### src/rtl/cache_fill_arbiter.sv
// Round-robin block-fill engine: grants one cache miss at a time onto a pipelined memory read port.
// Optional macro CRITICAL_WORD_FIRST_EN: burst starts at the missing word and crit_word_ready pulses.
module cache_fill_arbiter #(
    parameter int NUM_CH          = 2,
    parameter int WORDS_PER_BLOCK = 8,
    parameter int MEM_LATENCY     = 4,
    parameter int ADDR_W          = 16,
    parameter int DATA_W          = 16,
    localparam int IDX_W          = $clog2(WORDS_PER_BLOCK),
    localparam int CH_W           = (NUM_CH > 1) ? $clog2(NUM_CH) : 1
) (
    input  logic                     clk,
    input  logic                     rst,
    input  logic [NUM_CH-1:0]        miss_req,
    input  logic [NUM_CH*ADDR_W-1:0] miss_addr,
    output logic                     mem_en,
    output logic [ADDR_W-1:0]        mem_addr,
    input  logic                     mem_data_valid,
    input  logic [DATA_W-1:0]        mem_data,
    output logic [NUM_CH-1:0]        fill_we,
    output logic [IDX_W-1:0]         fill_word_idx,
    output logic [DATA_W-1:0]        fill_data,
    output logic [NUM_CH-1:0]        tag_we,
    output logic [NUM_CH-1:0]        fill_done,
    output logic                     busy,
    output logic [NUM_CH-1:0]        crit_word_ready
);

    // The return side never needs MEM_LATENCY: it simply counts valid words.
    if (NUM_CH < 1 || NUM_CH > 4 || WORDS_PER_BLOCK < 2 || WORDS_PER_BLOCK > 16 ||
        (WORDS_PER_BLOCK & (WORDS_PER_BLOCK - 1)) != 0 ||
        MEM_LATENCY < 1 || MEM_LATENCY > 8) begin : g_param_check
        $error("cache_fill_arbiter: parameter out of range");
    end

    typedef enum logic [1:0] {
        ST_IDLE = 2'd0,
        ST_FILL = 2'd1,
        ST_DONE = 2'd2
    } state_t;

    state_t                    state_r;
    state_t                    state_s;
    logic [CH_W-1:0]           ptr_r;
    logic [CH_W-1:0]           gnt_ch_r;
    logic [ADDR_W-IDX_W-2:0]   base_hi_r;
    logic [IDX_W-1:0]          start_r;
    logic [IDX_W:0]            issue_cnt_r;
    logic [IDX_W-1:0]          ret_cnt_r;

    logic                      req_any_s;
    logic [CH_W-1:0]           gnt_s;
    logic [CH_W-1:0]           cand_s;
    logic [ADDR_W-1:0]         sel_addr_s;
    logic [IDX_W-1:0]          start_s;
    logic [IDX_W-1:0]          issue_word_s;
    logic [IDX_W-1:0]          ret_word_s;
    logic [NUM_CH-1:0]         grant_oh_s;
    logic                      unused_addr_bits_s;

    // Round-robin pick: offsets are walked far-to-near so the nearest requester at/after ptr wins.
    always_comb begin
        req_any_s = |miss_req;
        gnt_s     = ptr_r;
        cand_s    = ptr_r;
        for (int k = NUM_CH - 1; k >= 0; k--) begin
            cand_s = CH_W'((int'(ptr_r) + k) % NUM_CH);
            gnt_s  = miss_req[cand_s] ? cand_s : gnt_s;
        end
    end

    assign sel_addr_s         = miss_addr[int'(gnt_s) * ADDR_W +: ADDR_W];
    assign unused_addr_bits_s = ^sel_addr_s[IDX_W:0];

`ifdef CRITICAL_WORD_FIRST_EN
    assign start_s = sel_addr_s[IDX_W:1];
`else
    assign start_s = {IDX_W{1'b0}};
`endif

    // Word order wraps naturally in IDX_W bits, giving modulo-block rotation from the start word.
    assign issue_word_s = start_r + issue_cnt_r[IDX_W-1:0];
    assign ret_word_s   = start_r + ret_cnt_r;
    assign grant_oh_s   = NUM_CH'(1'b1) << gnt_ch_r;

    // FSM state register.
    always_ff @(posedge clk or posedge rst) begin
        if (rst) begin
            state_r <= ST_IDLE;
        end else begin
            state_r <= state_s;
        end
    end

    // Next-state and output decode; returned words pass straight through to the granted cache.
    always_comb begin
        state_s         = state_r;
        mem_en          = 1'b0;
        mem_addr        = {ADDR_W{1'b0}};
        fill_we         = {NUM_CH{1'b0}};
        fill_word_idx   = {IDX_W{1'b0}};
        fill_data       = {DATA_W{1'b0}};
        tag_we          = {NUM_CH{1'b0}};
        fill_done       = {NUM_CH{1'b0}};
        busy            = 1'b0;
        crit_word_ready = {NUM_CH{1'b0}};
        case (state_r)
            ST_IDLE: begin
                if (req_any_s) begin
                    state_s = ST_FILL;
                end else begin
                    state_s = ST_IDLE;
                end
            end
            ST_FILL: begin
                busy = 1'b1;
                if (!issue_cnt_r[IDX_W]) begin
                    mem_en   = 1'b1;
                    mem_addr = {base_hi_r, issue_word_s, 1'b0};
                end else begin
                    mem_en   = 1'b0;
                end
                if (mem_data_valid) begin
                    fill_we       = grant_oh_s;
                    fill_word_idx = ret_word_s;
                    fill_data     = mem_data;
`ifdef CRITICAL_WORD_FIRST_EN
                    crit_word_ready = (ret_cnt_r == {IDX_W{1'b0}}) ? grant_oh_s : {NUM_CH{1'b0}};
`endif
                    if (ret_cnt_r == IDX_W'(WORDS_PER_BLOCK - 1)) begin
                        tag_we  = grant_oh_s;
                        state_s = ST_DONE;
                    end else begin
                        state_s = ST_FILL;
                    end
                end else begin
                    state_s = ST_FILL;
                end
            end
            ST_DONE: begin
                busy      = 1'b1;
                fill_done = grant_oh_s;
                state_s   = ST_IDLE;
            end
            default: begin
                state_s = ST_IDLE;
            end
        endcase
    end

    // Grant latch, round-robin pointer and the issue/return counters.
    always_ff @(posedge clk or posedge rst) begin
        if (rst) begin
            ptr_r       <= {CH_W{1'b0}};
            gnt_ch_r    <= {CH_W{1'b0}};
            base_hi_r   <= {(ADDR_W-IDX_W-1){1'b0}};
            start_r     <= {IDX_W{1'b0}};
            issue_cnt_r <= {(IDX_W+1){1'b0}};
            ret_cnt_r   <= {IDX_W{1'b0}};
        end else if (state_r == ST_IDLE && req_any_s) begin
            gnt_ch_r    <= gnt_s;
            ptr_r       <= CH_W'((int'(gnt_s) + 1) % NUM_CH);
            base_hi_r   <= sel_addr_s[ADDR_W-1:IDX_W+1];
            start_r     <= start_s;
            issue_cnt_r <= {(IDX_W+1){1'b0}};
            ret_cnt_r   <= {IDX_W{1'b0}};
        end else if (state_r == ST_FILL) begin
            if (mem_en) begin
                issue_cnt_r <= issue_cnt_r + (IDX_W+1)'(1'b1);
            end
            if (mem_data_valid) begin
                ret_cnt_r <= ret_cnt_r + IDX_W'(1'b1);
            end
        end
    end

endmodule

### config.mk
export PLATFORM = sky130hd
export DESIGN_NAME = cache_fill_arbiter
export DESIGN_NICKNAME = d
export VERILOG_FILES = /design/src/rtl/cache_fill_arbiter.sv
export SDC_FILE = /design/constraint.sdc
export NUM_CORES = 1
export LEC_CHECK = 0
export ABC_AREA = 1
export BUFFER_PORTS_ARGS = -buffer_cell sky130_fd_sc_hd__buf_4
export CORE_ASPECT_RATIO = 1.75
export CORE_MARGIN = 4
export CORE_UTILIZATION = 42
export CTS_CLUSTER_SIZE = 14
export DETAILED_ROUTE_END_ITERATION = 16
export GPL_TIMING_DRIVEN = 0
export PLACE_DENSITY = 0.8
export SLEW_MARGIN = 20
export SYNTH_ARGS = -nofsm -noshare
export SYNTH_HDL_FRONTEND = slang
export SYNTH_SLANG_ARGS = --single-unit
### constraint.sdc
create_clock -name clk -period 1.6 [get_ports clk]
set_input_delay 0.32 -clock clk [delete_from_list [all_inputs] [get_ports clk]]
set_output_delay 0.32 -clock clk [all_outputs]
set_load 0.05 [all_outputs]
**After elaboration in Yosys (flattened, before gate mapping)**

Cells that the tools add are included.

- Register bits: 23
- Bits of input ports: 53
- Output and inout bits: 45
- Logic and storage cells: 57

- Add/subtract/negate cells: 4
- Magnitude comparators: 2
- Equality and inequality tests: 3
- Shift operators: 2
- Multiplexer cells: 31
- Reductions and logical operators: 9

Operators with widths:

| kind | number |
|---|---|
| $mux 16 | 4 |
| $shiftx 32x6->16 | 1 |
| $mux 2 | 8 |
| $mux 3 | 5 |
| $mux 4 | 3 |
| $mux 1 | 10 |
| $reduce_bool 2->1 | 3 |
| $add 4x1->4 const B | 1 |
| $lt 1x2->1 const B | 2 |
| $pmux 2 s2 | 1 |
| $reduce_and 2->1 | 2 |
| $reduce_or 2->1 | 2 |
| $add 3x1->3 const B | 1 |
| $eq 3x3->1 const B | 1 |
| $add 1x1->1 const B | 2 |
| $eq 2x1->1 const B | 1 |
| $eq 2x2->1 const B | 1 |
| $logic_not 2->1 | 1 |
| $shl 1x1->2 const A | 1 |
| $logic_and 1x1->1 | 1 |

**Logic depth before layout (Yosys ltp)**

- Depth after elaboration: 6
- Depth in mapped cells: 7
- Mapped depth without buffers: 7

**Worst setup path before layout**

OpenSTA, ideal clock, no wires.

- Kind: register -> output
- Start point: register state_r[1]
- End point: output port tag_we[0]
- Arrival: 1.852 ns
- Data required time: 1.280 ns
- Setup slack: -0.572 ns
- Stages on the path, launching flop included: 5
- Path buffers: 0
- Cells stage by stage: dfrtp_1 inv_1 ha_1 nand2_2 nor3_1

- Longest elaborated chain between the ends: 2

RTL lines:

| item | RTL line | source |
|---|---|---|
| from (decl) | 42 | `state_t state_r;` |
| from (signal assigned) | 91 | `state_r <= state_s;` |
| $eq 2x1->1 | 107 | `case (state_r)` |
| $mux 2 | 107 |  |
| to (decl) | 23 | `output logic [NUM_CH-1:0] tag_we,` |

No other way between the ends.

**Final worst setup path**

Ends and elaborated chain as after synthesis.

==> impl_metrics.env <==
export IMPL_path_max_fanout=6
export IMPL_start_kind="flop"
export IMPL_violations="negative setup slack"
export IMPL_firstDrtPassIters=4
export IMPL_rr_startpoint="state_r[1]"
export IMPL_nets=380
export IMPL_synth_top_area_share_pct=38.30
export IMPL_initial_core_util_pct=44.22
export IMPL_cts_tree="built"
export IMPL_grt_pass1_vias=1847
export IMPL_hold_ws_ps=247.1
export IMPL_power_density_nw_per_um2=2002
export IMPL_syn_to_final_growth_pct=96.67
export IMPL_finalCritPeriodShare_pct=113.6
export IMPL_max_slew_worst_pin_slew_ps=918.9
export IMPL_num_vias=1768
export IMPL_syn_avg_cell_area_sq_um=7.022
export IMPL_die_area_sq_um=4636
export IMPL_viasPerCell=4.844
export IMPL_drt_iter0_drc=25
export IMPL_fmax_mhz=550.2
export IMPL_drcViolationCount=0
export IMPL_fin_skew_ps=4.409
export IMPL_h_tree_depth=1
export IMPL_instances_no_fill=365
export IMPL_hold_buffers=0
export IMPL_antenna_left=0
export IMPL_fp_dieH_um=87.13
export IMPL_grt_max_degree=24
export IMPL_grt_pass1_wl_um=7728
export IMPL_numCtsBuffers=3
export IMPL_dpl_cell_area_sq_um=2460
export IMPL_seq_area_frac_synth_pct=38.30
export IMPL_die_x_um=53.22
export IMPL_diodes=0
export IMPL_clkSinkCount=23
export IMPL_status="finished with violations"
export IMPL_ys_top_cells_by_area="dfrtp_1, nand3_1, nor2_1, nand2_1, inv_1"
export IMPL_vdd_ir_drop_max_mv=1.597
export IMPL_core_area_sq_um=3398
export IMPL_drv_slew=0
export IMPL_place_congestion=0.7712
export IMPL_dp_hpwl_um=3478
export IMPL_hold_viol=0
export IMPL_rsz0062_at_grt="yes"
export IMPL_cap_violations=0
export IMPL_p_leak_nw=1.519
export IMPL_design_area_sq_um=2955
export IMPL_port_buffers=86
export IMPL_drive_above_1_share_pct=52.81
export IMPL_syn_instance_count=214
export IMPL_wire_per_inst_um=13.97
export IMPL_async_flop_share_pct=100.0
export IMPL_cts_root_buf="clkbuf_8"
export IMPL_io_pins=98
export IMPL_crit_start="state_r[1]"
export IMPL_synth_edff_count=0
export IMPL_critical_path_required_ps=1280
export IMPL_path_clk_slew_ps=90
export IMPL_placed_cells=347
export IMPL_synth_warnings=0
export IMPL_critPathKind="reg -> out"
export IMPL_synth_top_area_cell="dfrtp_1"
export IMPL_antenna_found_initial=0
export IMPL_row_count=28
export IMPL_setup_ws_ps=-217.6
export IMPL_synth_ff_type="dfrtp_1"
export IMPL_finalCriticalPeriod_ps=1818
export IMPL_routed_wl_um=5098
export IMPL_slew_headroom_pct=38.67
export IMPL_min_path_type="in -> async"
export IMPL_syn_area_sq_um=1503
export IMPL_yosysMostFrequentCell="nor2_1"
export IMPL_worstSkewPairLatency_ps=270
export IMPL_end_kind="output port"
export IMPL_cp_arrival_ps=1500
export IMPL_grt_usage_pct=22.04
export IMPL_synth_seq_cells=23
export IMPL_setup_viol_count_final=42
export IMPL_grt_remaining_overflow=0
export IMPL_synthDistinctLibCells=23
export IMPL_netlist_top_cells_count="nor2_1, nand2_1, nand3_1"
export IMPL_clock_path_buffers=2
[worst max-delay path, cell delays in order, from the launching register on]
cell and delay [ps]:
dfrtp_1 410, inv_2 80, ha_4 190, nand2_8 100, buf_6 150, nor3_4 110, buf_6 180
[cell type report]
type / count / area, sq um
Buffer: 13 / 131.4
Multi-Input combinational cell: 144 / 1022
Tap cell: 45 / 56.30
Clock inverter: 1 / 5.005
Sequential cell: 23 / 575.6
Clock buffer: 3 / 41.29
Fill cell: 192 / 442.9
Inverter: 36 / 142.6
Timing Repair Buffer: 100 / 980.9
[power by group]
part	total, mW	switching, mW	internal (mW)
Combinational	4.47	2.73	1.74
Clock	0.375	0.201	0.174
Sequential	1.07	0.221	0.852
Total	5.92	3.15	2.76
[logic make-up after synthesis]
family | Yosys count | share of synthesized area (%)
AND/OR/NAND/NOR | 125 | 36.30
buffers and inverters | 49 | 15.57
flip-flops | 23 | 38.30
AO/OA/AOI/OAI | 9 | 3.996
adder cells (fa/ha/maj) | 6 | 4.996
XOR/XNOR | 1 | 0.5830
other | 1 | 0.2496
[registers in the layout (all words and copies together) (netlist names)]
name,flops
state_r,2
ptr_r,1
issue_cnt_r,4
ret_cnt_r,3
base_hi_r,12
gnt_ch_r,1
[layer usage]
layer	vias to the layer above	global-route usage, %	part of all wire, %
met3	7	5.317	8.2
li1	865	-	-
met5	-	0	0
met2	72	42.46	58
met4	0	7.674	1.6
met1	824	21.34	32
[metrics by stage]
| stage | worst slack, ps | setup TNS (ps) | power [mW] | util [%] |
|---|---|---|---|---|
| finish | -217.6 | -6633 | 5.916 | 86.97 |
| global route | -264.9 | -8710 | 6.268 | 86.97 |
| CTS | -198.9 | -5992 | 5.545 | 81.04 |
| detailed placement | -188.8 | -4495 | 4.674 | 72.39 |
| global placement | -167.8 | -3728 | 4.614 | 72.39 |
| floorplan | -166.7 | -554.1 | 3.781 | - |
[timing repair]
item                                    4_1_cts  5_1_grt
setup buffers                                 4        8
pin swaps                                     2        3
cloned                                        0        2
endpoints found under the setup margin       39       41
gates resized for setup                      56       24
[path summary, 6_finish.rpt]
check	endpoint	slack (ps)	cells past startpoint
max	tag_we[0]	-220	6
min	base_hi_r[2]	250	2
max reg2reg	base_hi_r[8]	180	8
min reg2reg	base_hi_r[5]	490	2
max in group asynchronous	ret_cnt_r[0]	790	2
min in group clk	base_hi_r[0]	280	3
[layout by cell type, fill, tap and decap left out, types with 2 or more instances in the layout]
| cell | instances |
|---|---|
| buf_4 | 60 |
| nand3_1 | 38 |
| buf_6 | 37 |
| o21ai_1 | 2 |
| nor3_4 | 2 |
| o211ai_1 | 2 |
| inv_1 | 31 |
| ha_4 | 3 |
| dfrtp_1 | 23 |
| conb_1 | 3 |
| ha_1 | 2 |
| nor2_1 | 5 |
| buf_8 | 8 |
| nor2_4 | 31 |
| nand2_1 | 40 |
| clkbuf_8 | 3 |
| buf_2 | 3 |
| nor2_2 | 5 |
| clkbuf_16 | 2 |
| inv_2 | 3 |
| buf_12 | 3 |
(Power assumes the default switching activity.)
